<file path="src/rtl/jtframe_rom_pkg.sv">
// ----------------------------------------------------------------------------
// jtframe_rom_pkg : shared types and defaults for the ROM read arbiter
// Rev 1.0
// ----------------------------------------------------------------------------
`default_nettype none

package jtframe_rom_pkg;
  localparam int DEF_AW = 22;
  localparam int DEF_DW = 32;

  typedef enum logic [1:0] {
    IDLE     = 2'd0,
    WAIT_ACK = 2'd1,
    WAIT_RDY = 2'd2
  } state_t;
endpackage

`default_nettype wire

</file>
<file path="src/rtl/jtframe_rom_arbiter_if.sv">
// ----------------------------------------------------------------------------
// jtframe_rom_arbiter_if : game-side slot bus plus SDRAM read channel
// Rev 1.0
// ----------------------------------------------------------------------------
`default_nettype none

interface jtframe_rom_arbiter_if
  import jtframe_rom_pkg::*;
#(
  parameter int SLOTS = 4,
  parameter int AW    = DEF_AW,
  parameter int DW    = DEF_DW
);
  logic [SLOTS-1:0]    slot_cs;
  logic [SLOTS*AW-1:0] slot_addr;
  logic [SLOTS-1:0]    slot_ok;
  logic [SLOTS*DW-1:0] slot_data;
  logic                sdram_req;
  logic [AW-1:0]       sdram_addr;
  logic                sdram_ack;
  logic [DW-1:0]       data_read;
  logic                data_rdy;

  modport slave (
    input  slot_cs, slot_addr, sdram_ack, data_read, data_rdy,
    output slot_ok, slot_data, sdram_req, sdram_addr
  );

  modport master (
    output slot_cs, slot_addr, sdram_ack, data_read, data_rdy,
    input  slot_ok, slot_data, sdram_req, sdram_addr
  );
endinterface

`default_nettype wire

</file>
<file path="src/rtl/jtframe_rom_slot.sv">
// ----------------------------------------------------------------------------
// jtframe_rom_slot : one-entry tag/data cache for a single ROM requester
// Rev 1.0
// ----------------------------------------------------------------------------
`default_nettype none

module jtframe_rom_slot
  import jtframe_rom_pkg::*;
#(
  parameter int AW = DEF_AW,
  parameter int DW = DEF_DW
)(
  input  logic          clk,
  input  logic          rst_n,
  input  logic          i_flush,
  input  logic          i_cs,
  input  logic [AW-1:0] i_addr,
  input  logic          i_fill,
  input  logic [AW-1:0] i_fill_tag,
  input  logic [DW-1:0] i_fill_data,
  output logic          o_ok,
  output logic          o_miss,
  output logic [DW-1:0] o_data
);
  logic          r_valid;
  logic [AW-1:0] r_tag;
  logic [DW-1:0] r_data;
  logic          w_hit;

  assign w_hit  = r_valid && (r_tag == i_addr);
  assign o_ok   = i_cs & w_hit;
  assign o_miss = i_cs & ~w_hit & ~i_flush;
  assign o_data = r_data;

  // Flush only invalidates; the data word is kept until the next fill.
  always_ff @(posedge clk or negedge rst_n) begin
    if (!rst_n) begin
      r_valid <= 1'b0;
      r_tag   <= '0;
      r_data  <= '0;
    end else if (i_flush) begin
      r_valid <= 1'b0;
    end else if (i_fill) begin
      r_valid <= 1'b1;
      r_tag   <= i_fill_tag;
      r_data  <= i_fill_data;
    end
  end
endmodule

`default_nettype wire

</file>
<file path="src/rtl/jtframe_rom_arbiter.sv">
// ----------------------------------------------------------------------------
// jtframe_rom_arbiter : shares one SDRAM ROM read channel among cached slots
// Rev 1.0
// ----------------------------------------------------------------------------
`default_nettype none

module jtframe_rom_arbiter
  import jtframe_rom_pkg::*;
#(
  parameter int SLOTS = 4,
  parameter int AW    = DEF_AW,
  parameter int DW    = DEF_DW,
  parameter int RR    = 1
)(
  input  logic                  clk,
  input  logic                  rst_n,
  input  logic                  i_downloading,
  input  logic                  i_loop_rst,
  jtframe_rom_arbiter_if.slave  bus
);
  localparam int PW = $clog2(SLOTS);

  state_t           r_state, w_state_nxt;
  logic             r_req, w_req_nxt;
  logic [AW-1:0]    r_addr, w_addr_nxt;
  logic [PW-1:0]    r_gnt, w_gnt_nxt;
  logic [PW-1:0]    r_ptr, w_ptr_nxt;
  logic [PW-1:0]    w_sel, w_ptr_inc;
  logic             w_any, w_fill, w_flush;
  logic [SLOTS-1:0] w_miss, w_fill_vec, w_ok;
  logic [SLOTS*DW-1:0] w_data;
  int               w_idx;

  assign w_flush = i_downloading | i_loop_rst;

  generate
    for (genvar gi = 0; gi < SLOTS; gi++) begin : g_slot
      assign w_fill_vec[gi] = w_fill && (r_gnt == PW'(gi));
      jtframe_rom_slot #(.AW(AW), .DW(DW)) u_slot (
        .clk         (clk),
        .rst_n       (rst_n),
        .i_flush     (w_flush),
        .i_cs        (bus.slot_cs[gi]),
        .i_addr      (bus.slot_addr[gi*AW +: AW]),
        .i_fill      (w_fill_vec[gi]),
        .i_fill_tag  (r_addr),
        .i_fill_data (bus.data_read),
        .o_ok        (w_ok[gi]),
        .o_miss      (w_miss[gi]),
        .o_data      (w_data[gi*DW +: DW])
      );
    end
  endgenerate

  assign bus.slot_ok    = w_ok;
  assign bus.slot_data  = w_data;
  assign bus.sdram_req  = r_req;
  assign bus.sdram_addr = r_addr;

  // Scan starts at the pointer (round-robin) or at slot 0 (fixed priority).
  always_comb begin : p_pick
    w_any = 1'b0;
    w_sel = '0;
    w_idx = 0;
    for (int k = 0; k < SLOTS; k++) begin
      w_idx = ((RR != 0) ? int'(r_ptr) : 0) + k;
      if (w_idx >= SLOTS) w_idx = w_idx - SLOTS;
      if (!w_any && w_miss[w_idx[PW-1:0]]) begin
        w_any = 1'b1;
        w_sel = w_idx[PW-1:0];
      end
    end
  end

  assign w_ptr_inc = (r_gnt == PW'(SLOTS-1)) ? '0 : r_gnt + 1'b1;

  always_comb begin : p_fsm
    w_state_nxt = r_state;
    w_req_nxt   = r_req;
    w_addr_nxt  = r_addr;
    w_gnt_nxt   = r_gnt;
    w_ptr_nxt   = r_ptr;
    w_fill      = 1'b0;
    if (w_flush) begin
      w_state_nxt = IDLE;
      w_req_nxt   = 1'b0;
    end else begin
      case (r_state)
        IDLE: begin
          if (w_any) begin
            w_state_nxt = WAIT_ACK;
            w_req_nxt   = 1'b1;
            w_gnt_nxt   = w_sel;
            w_addr_nxt  = bus.slot_addr[int'(w_sel)*AW +: AW];
          end
        end
        WAIT_ACK: begin
          if (bus.sdram_ack) begin
            w_req_nxt = 1'b0;
            // Controller may return data in the very cycle it accepts.
            if (bus.data_rdy) begin
              w_fill      = 1'b1;
              w_ptr_nxt   = w_ptr_inc;
              w_state_nxt = IDLE;
            end else begin
              w_state_nxt = WAIT_RDY;
            end
          end
        end
        WAIT_RDY: begin
          if (bus.data_rdy) begin
            w_fill      = 1'b1;
            w_ptr_nxt   = w_ptr_inc;
            w_state_nxt = IDLE;
          end
        end
        default: w_state_nxt = IDLE;
      endcase
    end
  end

  always_ff @(posedge clk or negedge rst_n) begin
    if (!rst_n) begin
      r_state <= IDLE;
      r_req   <= 1'b0;
      r_addr  <= '0;
      r_gnt   <= '0;
      r_ptr   <= '0;
    end else begin
      r_state <= w_state_nxt;
      r_req   <= w_req_nxt;
      r_addr  <= w_addr_nxt;
      r_gnt   <= w_gnt_nxt;
      r_ptr   <= w_ptr_nxt;
    end
  end
endmodule

`default_nettype wire
</file>
<file path="src/flat_wrapper.sv">
// flat-port wrapper written by rule: the top's interface ports become plain ports
module jtframe_rom_arbiter_flat import jtframe_rom_pkg::*;
#(
  parameter int SLOTS = 4,
  parameter int AW    = DEF_AW,
  parameter int DW    = DEF_DW,
  parameter int RR    = 1
)
  (clk, rst_n, i_downloading, i_loop_rst, bus_slot_cs, bus_slot_addr, bus_sdram_ack, bus_data_read, bus_data_rdy, bus_slot_ok, bus_slot_data, bus_sdram_req, bus_sdram_addr);
  jtframe_rom_arbiter_if #(.SLOTS(SLOTS), .AW(AW), .DW(DW)) bus_i ();
  input  logic clk;
  input  logic rst_n;
  input  logic i_downloading;
  input  logic i_loop_rst;
  input wire logic [$bits(bus_i.slot_cs)-1:0] bus_slot_cs;
  input wire logic [$bits(bus_i.slot_addr)-1:0] bus_slot_addr;
  input wire logic [$bits(bus_i.sdram_ack)-1:0] bus_sdram_ack;
  input wire logic [$bits(bus_i.data_read)-1:0] bus_data_read;
  input wire logic [$bits(bus_i.data_rdy)-1:0] bus_data_rdy;
  output wire logic [$bits(bus_i.slot_ok)-1:0] bus_slot_ok;
  output wire logic [$bits(bus_i.slot_data)-1:0] bus_slot_data;
  output wire logic [$bits(bus_i.sdram_req)-1:0] bus_sdram_req;
  output wire logic [$bits(bus_i.sdram_addr)-1:0] bus_sdram_addr;
  assign bus_i.slot_cs = bus_slot_cs;
  assign bus_i.slot_addr = bus_slot_addr;
  assign bus_i.sdram_ack = bus_sdram_ack;
  assign bus_i.data_read = bus_data_read;
  assign bus_i.data_rdy = bus_data_rdy;
  assign bus_slot_ok = bus_i.slot_ok;
  assign bus_slot_data = bus_i.slot_data;
  assign bus_sdram_req = bus_i.sdram_req;
  assign bus_sdram_addr = bus_i.sdram_addr;
  jtframe_rom_arbiter #(.SLOTS(SLOTS), .AW(AW), .DW(DW), .RR(RR)) u_core (.clk(clk), .rst_n(rst_n), .i_downloading(i_downloading), .i_loop_rst(i_loop_rst), .bus(bus_i));
endmodule
</file>
<file path="config.mk">
export PLATFORM = sky130hd
export DESIGN_NAME = jtframe_rom_arbiter_flat
export DESIGN_NICKNAME = d
export VERILOG_FILES = /design/src/rtl/jtframe_rom_pkg.sv /design/src/rtl/jtframe_rom_arbiter_if.sv /design/src/rtl/jtframe_rom_slot.sv /design/src/rtl/jtframe_rom_arbiter.sv /design/src/flat_wrapper.sv
export SDC_FILE = /design/constraint.sdc
export NUM_CORES = 1
export LEC_CHECK = 0
export ABC_AREA = 1
export CORE_UTILIZATION = 52
export DETAILED_ROUTE_END_ITERATION = 8
export HOLD_SLACK_MARGIN = 0.08
export PLACE_DENSITY = 0.88
export SLEW_MARGIN = 20
export SYNTH_ARGS = -nofsm -noshare
export SYNTH_HDL_FRONTEND = slang
export SYNTH_HIERARCHICAL = 1
export SYNTH_SLANG_ARGS = --single-unit
</file>
<file path="constraint.sdc">
create_clock -name clk -period 2.95 [get_ports clk]
set_clock_uncertainty 0.2 [all_clocks]
set_input_delay 0.295 -clock clk [delete_from_list [all_inputs] [get_ports clk]]
set_output_delay 0.295 -clock clk [all_outputs]
set_load 0.02 [all_outputs]
</file>
==> results of run 1 <==
[final timing paths]
kind | startpoint | end | slack, ns
min in group clk | bus_data_read[29] | u_core/g_slot[0].u_slot/o_data[29] | 0.27
worst max register to register | u_core/g_slot[1].u_slot/r_tag[19] | u_core/bus.sdram_addr[13] | -0.05
worst min-delay path | rst_n | u_core/g_slot[3].u_slot/r_tag[16] | 0.16
worst min register to register | u_core/bus.sdram_req | u_core/bus.sdram_req | 0.30
max in group asynchronous | rst_n | u_core/g_slot[0].u_slot/o_data[28] | 1.23
worst max-delay path | u_core/g_slot[1].u_slot/r_tag[19] | u_core/bus.sdram_addr[13] | -0.05
[kinds of logic after synthesis]
logic type      share of synthesized area [%]
fa+ha+maj                               0.667
flops                                    47.4
simple gates                             19.7
compound gates                           4.47
xor+xnor                                0.267
mux                                      17.3
buf+inv                                  10.2
[cell usage in the layout, fill, tap and decap left out, types with 18 or more instances in the layout]
master,n
dfrtp_1,249
clkbuf_16,30
nand3_1,39
inv_1,238
nand2_1,377
clkdlybuf4s50_1,279
nor2_1,152
o21ai_0,21
mux2_4,148
o21ai_1,18
buf_4,55
a21oi_1,70
[state kept, by name, indices dropped and copies added, names as in the netlist]
register and count:
u_core/g_slot.u_slot/o_data 128, u_core/g_slot.u_slot/r_tag 88, u_core/bus.sdram_addr 22, u_core/g_slot.u_slot/r_valid 4, u_core/r_gnt 2, u_core/r_ptr 2
u_core/r_state 2, u_core/bus.sdram_req 1
[critical path, stage by stage (launching register included)]
cell and delay [ns]:
dfrtp_1 0.39, nor2_1 0.09, nor2_1 0.06, nor2_1 0.11, nand2_1 0.11, nor2_1 0.17
nand3_2 0.14, nand2_1 0.09, inv_1 0.07, inv_2 0.08, nand2_2 0.07, nand3_2 0.10
nand2_2 0.09, inv_2 0.08, nand2_2 0.07, nand2_2 0.11, nand3_4 0.19, buf_12 0.21
nand2_1 0.09, o21ai_1 0.11, buf_4 0.15, nand2_1 0.06, nand3_1 0.06
[timing repair]
| item | in CTS | in global routing |
|---|---|---|
| resized for setup | 3 | 64 |
| gates cloned | 0 | 5 |
| setup buffers | 0 | 6 |
| pin swaps | 0 | 18 |
| hold endpoints to repair | 249 | 0 |
| endpoints found under the setup margin | 8 | 30 |
| hold buffers | 2 | 0 |
[layer usage]
layer	global-route usage, %	wire, µm
met1	39.9	16000
met2	46.5	18200
met3	3.77	3180
met4	9.61	1460
met5	0	0
[final cells by class]
cell class	instances	area [µm²]	share of cell area [%]
Antenna cell	3	7.51	0.0420
Multi-Input combinational cell	913	5700	31.8
Tap cell	324	405	2.27
Inverter	245	930	5.20
Timing Repair Buffer	363	3720	20.8
Sequential cell	249	6230	34.8
Clock buffer	39	801	4.47
Clock inverter	9	97.6	0.545
[report_power, final]
| group | internal, mW | leakage, nW | switching, mW |
|---|---|---|---|
| combinational | 2.08 | 6.37 | 2.87 |
| clock | 2.05 | 0.447 | 1.37 |
| sequential | 3.72 | 3.11 | 0.491 |
==> impl_results.md, run 1 <==
* CP Class: reg2reg
* Critical Path Source Type: flip-flop
* Vias in the first global route at 11,000
* Placed Cells incl. Taps at 2,081
* Final Setup Violations at 2
* Final hold vios at 0
* Synthesized Nets at 1,591
* Number of max-cap violations at 0
* Top_reg_cell synth: dfrtp_1
* GR Overflow Total at 0
* PD cells at 703 nW/µm²
* Post-route minimum period at 3.00 ns
* CTS Buf Count at 27
* Outcome: complete, but fails checks
* Post-Syn Instances at 1,454
* Final Wtd Congestion at 0.940
* Yosys warns at 6
* DRC viols at 0
* #FFs+latches synth at 249
* Finished Layout Cells at 2,145
* Antenna violations before repair at 3
* Max Buffers Root-to-Sink at 3
* Post-DRT Antenna Nets at 0
* Dpl cell area at 16,700 µm²
* Synth top area share at 47.4%
* Nets at 1,936
* Synth area leaders: dfrtp_1 (47%), mux2_4 (17%), nand2_1 (11%)
* Row count at 57
* Fin. max-slew vios at 0
* Biggest area consumer among synthesized cells: dfrtp_1
* Routed length per instance at 18.1 µm
* Max H-tree Level at 1
* Layout cells sized above 1 at 18.4%
* Die ar. at 25,900 µm²
* Worst Tran Pin Value at 0.795 ns
* Post-route clock period utilization at 102%
* Core footprint at 24,500 µm²
* Die width at 161 µm
* Clk root buf: clkbuf_16
* Max IR drop VDD at 519 µV
* Die height at 161 µm
* Port Buffer Count at 284
* Netlist Area Pre-Place at 13,100 µm²
* Most frequent cell after synthesis: nand2_1
* Final Total Pwr at 12.6 mW
* Final WL at 38,900 µm
* WHS at 0.159 ns
* Clk Latency, worst-skew pair at 0.53 ns
* Largest net degree at the start of global routing at 106
* Hold Path Class: in2async
* Place WS at -0.469 ns
* DR vias at 11,300
* Syn_area_per_cell at 9.03 µm²
* Setup tns final at -0.106 ns
* Nature of the critical path endpoint: flip-flop
* Filler Cells Inserted at 1,676
* Async set-reset flop share out of synthesis at 100%
* Static leakage at 9.92 nW
* Failing checks: setup timing
* Setup slack after layout at -0.0532 ns
* Post-synth EDFFs at 0
* Post-DR vias/cell at 5.29
* Synth cell count leaders: nand2_1 (390), dfrtp_1 (249), inv_1 (242)
* DRT iter0 DRCs at 1,193
* Sequential share of the synthesized area at 47.4%
* Total track usage at 28.7%
* Utilization after layout at 72.9%
* Reg2Reg Depth at 22
* I/O pin cnt at 285
* Post-DP HPWL at 26,500 µm
* Initial Utilization at 53.5%
* RSZ-0062 raised after global routing: true
* Crit-path max FO at 7
* Highest clock rate at 333 MHz
* Max_slew headroom at 46.8%
* TritonCTS Sinks at 249
* Area Overhead vs Synth at 36.2%
* Clock transition at path regs at 0.06 ns
* Post-route cell area at 17,900 µm²
* WP data arrival at 3.22 ns
* Pre-Repair DR Iteration Count at 7
* Post-synth cell types at 29
* CTS tree: yes
* First-pass GRT wire length at 58,900 µm
* CP Data Required Time at 3.17 ns
(Power assumes the default switching activity.)
==> inputs of run 2 (changes only) <==
PLACE_DENSITY = 0.81   (was 0.88)
==> impl_results.md, run 2 (same netlist as run 1, synthesis figures left out) <==
* Outcome: complete, but fails checks
* Failing checks: setup timing
* Leading cell type in the layout, fill and taps excluded: nand2_1
* Final Setup Violations at 6
* DR vias at 11,100
* Largest net degree at the start of global routing at 84
* DRT iter0 DRCs at 1,170
* Highest clock rate at 334 MHz
* Fin. max-slew vios at 0
* Slowest CP cell: dfrtp_1
* Die height at 161 µm
* TritonCTS Sinks at 249
* Area Overhead vs Synth at 36.3%
* Port Buffer Count at 284
* Max Buffers Root-to-Sink at 3
* Crit-path max FO at 6
* Setup slack after layout at -0.0436 ns
* Nature of the critical path endpoint: flip-flop
* Initial Utilization at 53.5%
* Combinational Power Share at 38.2%
* Clock share of power at 27.5%
* Total track usage at 29.1%
* Core footprint at 24,500 µm²
* Critical Path Source Type: flip-flop
* Final hold vios at 0
* Hold Path Class: in2async
* Pre-Repair DR Iteration Count at 5
* CP Class: reg2reg
* Die ar. at 25,900 µm²
* Dpl cell area at 16,700 µm²
* I/O pin cnt at 285
* Post-route minimum period at 2.99 ns
* CP Cell Sequence: nor2_1 > nor2_1 > nor2_1 > nand2_2 > nor2_2 > nand3_2 > nand2_1 > inv_2 > inv_2 > nand2_2 > nand3_2 > nand2_2 > nand2_2 > nand2_1 > nand2_2 > nand3_4 > buf_4 > nand2_1 > o21ai_0 > buf_4 > nand2_1 > nand3_1
* Final Total Pwr at 12.3 mW
* Max_slew headroom at 48.0%
* Routed length per instance at 18.0 µm
* First-pass GRT wire length at 59,500 µm
* Number of flip-flops in the largest register at 128
* CTS tree: yes
* CP Data Required Time at 3.18 ns
* Max IR drop VDD at 569 µV
* Antenna fix cells at 0
* DRC viols at 0
* RSZ-0062 raised after global routing: true
* Post-route clock period utilization at 101%
* Commonest cells after routing, fill and taps aside: nand2_1 (373), clkdlybuf4s50_1 (279), dfrtp_1 (249)
* Max H-tree Level at 1
* Die width at 161 µm
* Pint at 7.67 mW
* Antenna violations before repair at 0
* Clk root buf: clkbuf_16
* GR Overflow Total at 0
* Clock transition at path regs at 0.07 ns
* Area of the multi-input gates at 5760 µm²
* Post-DRT Antenna Nets at 0
* Nets at 1,940
* PD cells at 687 nW/µm²
* Worst Tran Pin Value at 0.770 ns
* Post-route cell area at 17,900 µm²
* Psw at 4.64 mW
* Post-DP HPWL at 27,400 µm
* Final Wtd Congestion at 0.911
* Number of max-cap violations at 0
* Static leakage at 9.88 nW
* Layout cells sized above 1 at 18.8%
* Filler Cells Inserted at 1,739
* Switching Share at 37.7%
* Crit path max-delay family: simple AND/OR/NAND/NOR gates
* Seq pwr share at 34.3%
* Final WL at 38,600 µm
* CTS Buf Count at 27
* WP data arrival at 3.22 ns
* Post-DR vias/cell at 5.20
* Crit path buffers/inverters at 4
* Row count at 57
* Vias in the first global route at 10,800
* Top cell by count, worst path: nand2_2
* Register area at 6230 µm²
* Clk Latency, worst-skew pair at 0.54 ns
* Slowest stage delay, CP at 0.39 ns
-- run 2: path summary, 6_finish.rpt --
check                           cells after the start                              start                                 to  slack [ns]
worst max-delay path                               22  u_core/g_slot[1].u_slot/r_tag[19]          u_core/bus.sdram_addr[13]       -0.04
worst min-delay path                                2                              rst_n   u_core/g_slot[0].u_slot/r_tag[0]        0.15
worst max register to register                     22  u_core/g_slot[1].u_slot/r_tag[19]          u_core/bus.sdram_addr[13]       -0.04
worst min register to register                      2               u_core/bus.sdram_req               u_core/bus.sdram_req        0.30
max in group asynchronous                           3                              rst_n   u_core/g_slot[3].u_slot/r_tag[9]        1.58
min in group clk                                    2                   bus_data_read[1]  u_core/g_slot[3].u_slot/o_data[1]        0.26
-- run 2: per-layer routing --
layer / part of all wire [%] / track usage [%] / wire length [µm] / vias to the layer above
met5: 0 / 0 / 0 / -
li1: - / - / - / 5188
met3: 8.0 / 4.65 / 3090 / 81
met1: 42 / 40.9 / 16300 / 5320
met2: 47 / 46.7 / 18100 / 552
met4: 2.8 / 8.36 / 1090 / 0
-- run 2: power by group through the flow --
stage	clock network, mW	logic [mW]	registers, mW
after floorplan	0	2.30	4.29
after global placement	0	4.02	4.23
after detailed placement	0	4.15	4.24
after CTS	3.42	4.25	4.19
after global routing	3.58	5.04	4.25
final	3.38	4.70	4.23
-- run 2: timing repair --
action / CTS / global route
resized for setup: 6 / 61
endpoints found under the setup margin: 26 / 27
hold buffers: 1 / 0
buffers inserted: 0 / 5
cloned: 1 / 2
pin swaps: 2 / 32
endpoints found under the hold margin: 97 / 0
-- run 2: stage by stage --
stage	TNS [ns]	std cells	worst slack (ns)	utilization [%]	hold WS (ns)
floorplan	0	1454	0.597	-	-0.201
global placement	-12.51	2089	-0.506	68.3	0.147
detailed placement	-13.65	2089	-0.553	68.3	0.151
CTS	0	2137	0.00334	71.9	0.185
global route	-2.19	2144	-0.161	73.0	0.215
finish	-0.135	2144	-0.0436	73.0	0.154
-- run 2: area by class of cell --
class	instances	share of cell area, %
Sequential cell	249	34.8
Timing Repair Buffer	366	20.7
Tap cell	324	2.26
Clock inverter	10	0.734
Multi-Input combinational cell	914	32.2
Inverter	245	5.19
Clock buffer	36	4.13
==> inputs of run 3 (changes only) <==
ABC_AREA = default   (was 1)
CORE_UTILIZATION = 51   (was 52)
GPL_TIMING_DRIVEN = 0   (was default)
PLACE_DENSITY = default   (was 0.81)
PLACE_DENSITY_LB_ADDON = 0.08   (was default)
==> impl_results.md, run 3 <==
* #FFs+latches synth at 249
* Post-route cell area at 17,300 µm²
* Final Wtd Congestion at 0.910
* Crit path buffers/inverters at 2
* DRC viols at 0
* Post-route clock period utilization at 107%
* Post-DRT Antenna Nets at 0
* Leading cell type in the layout, fill and taps excluded: clkdlybuf4s50_1
* Dpl cell area at 15,600 µm²
* WHS at 0.0924 ns
* Outcome: complete, but fails checks
* Max H-tree Level at 1
* Nets at 1,268
* Beginning of the worst register-to-register path: u_core/g_slot[1].u_slot/r_tag[16]
* I/O pin cnt at 285
* Yosys warns at 6
* Max IR drop VDD at 443 µV
* Placed Cells incl. Taps at 1,395
* Finished Layout Cells at 1,469
* TritonCTS Sinks at 249
* Nature of the critical path endpoint: flip-flop
* Post-DP HPWL at 22,200 µm
* Max Buffers Root-to-Sink at 3
* Vias in the first global route at 8,044
* Netlist Area Pre-Place at 12,300 µm²
* Async set-reset flop share out of synthesis at 100%
* CP Class: reg2reg
* Post-Syn Instances at 790
* Initial Utilization at 52.3%
* Static leakage at 7.67 nW
* Largest net degree at the start of global routing at 97
* R2r endpoint: u_core/bus.sdram_addr[7]
* Number of max-cap violations at 0
* Clk root buf: clkbuf_16
* Synth top area share at 50.6%
* Final hold vios at 0
* R2R Setup Slk at -0.21 ns
* Port Buffer Count at 284
* Pre-Repair DR Iteration Count at 5
* Fin. max-slew vios at 0
* Slowest CP cell: or4_4
* Crit path max-delay family: simple AND/OR/NAND/NOR gates
* Setup slack after layout at -0.207 ns
* Post-synth EDFFs at 0
* CTS Buf Count at 27
* Number of flip-flops in the largest register at 128
* Slowest stage delay, CP at 0.53 ns
* Die ar. at 24,800 µm²
* Final Total Pwr at 8.70 mW
* Place WS at -0.894 ns
* Sequential share of the synthesized area at 50.6%
* CP Cell Sequence: xnor2_2 > nand4_1 > nor4_4 > buf_4 > a21oi_4 > or4_4 > and3_4 > o21ai_4 > buf_12 > o221ai_2
* Filler Cells Inserted at 1,544
* Commonest cells after routing, fill and taps aside: clkdlybuf4s50_1 (279), dfrtp_1 (249), mux2_4 (200)
* Max_slew headroom at 64.8%
* Antenna violations before repair at 1
* Hold Path Class: in2async
* Routed length per instance at 22.4 µm
* Clock transition at path regs at 0.06 ns
* Crit-path max FO at 6
* First-pass GRT wire length at 48,800 µm
* Post-DR vias/cell at 5.35
* Final WL at 32,900 µm
* Reg2Reg Depth at 10
* RSZ-0062 raised after global routing: true
* PD cells at 504 nW/µm²
* Synth cell count leaders: dfrtp_1 (249), mux2_4 (200), xnor2_1 (88)
* Top_reg_cell synth: dfrtp_1
* Final Setup Violations at 24
* Die height at 157 µm
* Synth area leaders: dfrtp_1 (51%), mux2_4 (24%), xnor2_1 (6.3%)
* Most frequent cell after synthesis: dfrtp_1
* WP data arrival at 3.36 ns
* Post-synth cell types at 39
* Worst Tran Pin Value at 0.529 ns
* Die width at 157 µm
* Critical Path Source Type: flip-flop
* Core footprint at 23,500 µm²
* Highest clock rate at 317 MHz
* Failing checks: setup timing
* Row count at 56
* CTS tree: yes
* DR vias at 7,853
* DRT iter0 DRCs at 472
* Clk Latency, worst-skew pair at 0.54 ns
* Syn_area_per_cell at 15.6 µm²
* Area Overhead vs Synth at 40.2%
* Post-route minimum period at 3.16 ns
* Biggest area consumer among synthesized cells: dfrtp_1
* GR Overflow Total at 0
* Layout cells sized above 1 at 33.9%
* CP Data Required Time at 3.15 ns
* Synthesized Nets at 927
* Antenna fix cells at 0
* Total track usage at 26.4%
* Cell depth of the worst setup path at 10
run 3: cell count changes in the layout (fill, tap and decap cells not counted), sizes merged, moves of 6 or more:
cell / before / now
nand2: 397 / 28
inv: 246 / 8
nor2: 168 / 16
xnor2: 4 / 88
mux2: 152 / 218
a21oi: 70 / 9
mux2i: 0 / 46
nand3: 50 / 5
o21ai: 42 / 3
o221ai: 0 / 23
buf: 81 / 61
nand2b: 0 / 6
nor2b: 0 / 6
run 3: logic make-up (layout without fill, tap and decap cells):
group	after synthesis	in the layout	share of synthesized area (%)
and+or+nand+nor	99	99	4.50
xor gates and xnor gates	88	88	6.26
adders and majority gates	7	7	0.712
muxes	264	264	29.8
DFF	249	249	50.6
buffers and inverters	43	403	4.38
AOI/OAI and AO/OA	40	40	3.73
run 3: worst max path at each step:
stage | endpoint | start | slack [ns]
2_1_floorplan | u_core/bus.sdram_addr[10] | i_loop_rst | 0.24
3_3_place_gp | u_core/g_slot[2].u_slot/o_data[2] | rst_n | -9.43
3_5_place_dp | u_core/bus.sdram_addr[0] | bus_slot_addr[47] | -0.89
4_1_cts | u_core/bus.sdram_addr[16] | u_core/g_slot[1].u_slot/r_tag[18] | -0.08
5_1_grt | u_core/bus.sdram_addr[5] | u_core/g_slot[1].u_slot/r_tag[16] | -0.27
6_report | u_core/bus.sdram_addr[7] | u_core/g_slot[1].u_slot/r_tag[16] | -0.21
run 3: layout make-up:
type                            count  area, µm²  area share (%)
Buffer                             35        539            3.12
Clock buffer                       36        769            4.46
Clock inverter                     12        223            1.29
Inverter                            7       26.3           0.152
Multi-Input combinational cell    498       5830            33.8
Sequential cell                   249       6230            36.1
Tap cell                          319        399            2.31
Timing Repair Buffer              313       3250            18.8
run 3: through the flow:
| stage | TNS [ns] | util (%) |
|---|---|---|
| final | -4.03 | 73.3 |
| after global routing | -5.29 | 73.3 |
| after CTS | -1.21 | 72.7 |
| after detailed placement | -20.33 | 66.3 |
| after global placement | -2358.30 | 66.1 |
| after floorplan | 0 | - |
run 3: report_power, final:
part	switching [mW]	total [mW]	internal, mW
sequential	0.190	3.72	3.53
combinational	0.588	1.23	0.638
clock	1.40	3.75	2.35
run 3: repair_timing:
| action | in CTS | in global routing |
|---|---|---|
| setup endpoints to repair | 28 | 24 |
| hold buffers | 1 | 0 |
| pin swaps | 16 | 13 |
| gates cloned | 7 | 2 |
| resized for setup | 46 | 30 |
| hold endpoints to repair | 249 | 0 |
| buffers inserted | 19 | 2 |
run 3: per-layer routing:
layer	part of all wire, %	vias up	GRT usage, %
met1	43	3990	36.6
met3	6.5	61	3.80
li1	-	3515	-
met5	0.040	-	0
met2	47	285	43.0
met4	2.8	2	7.95
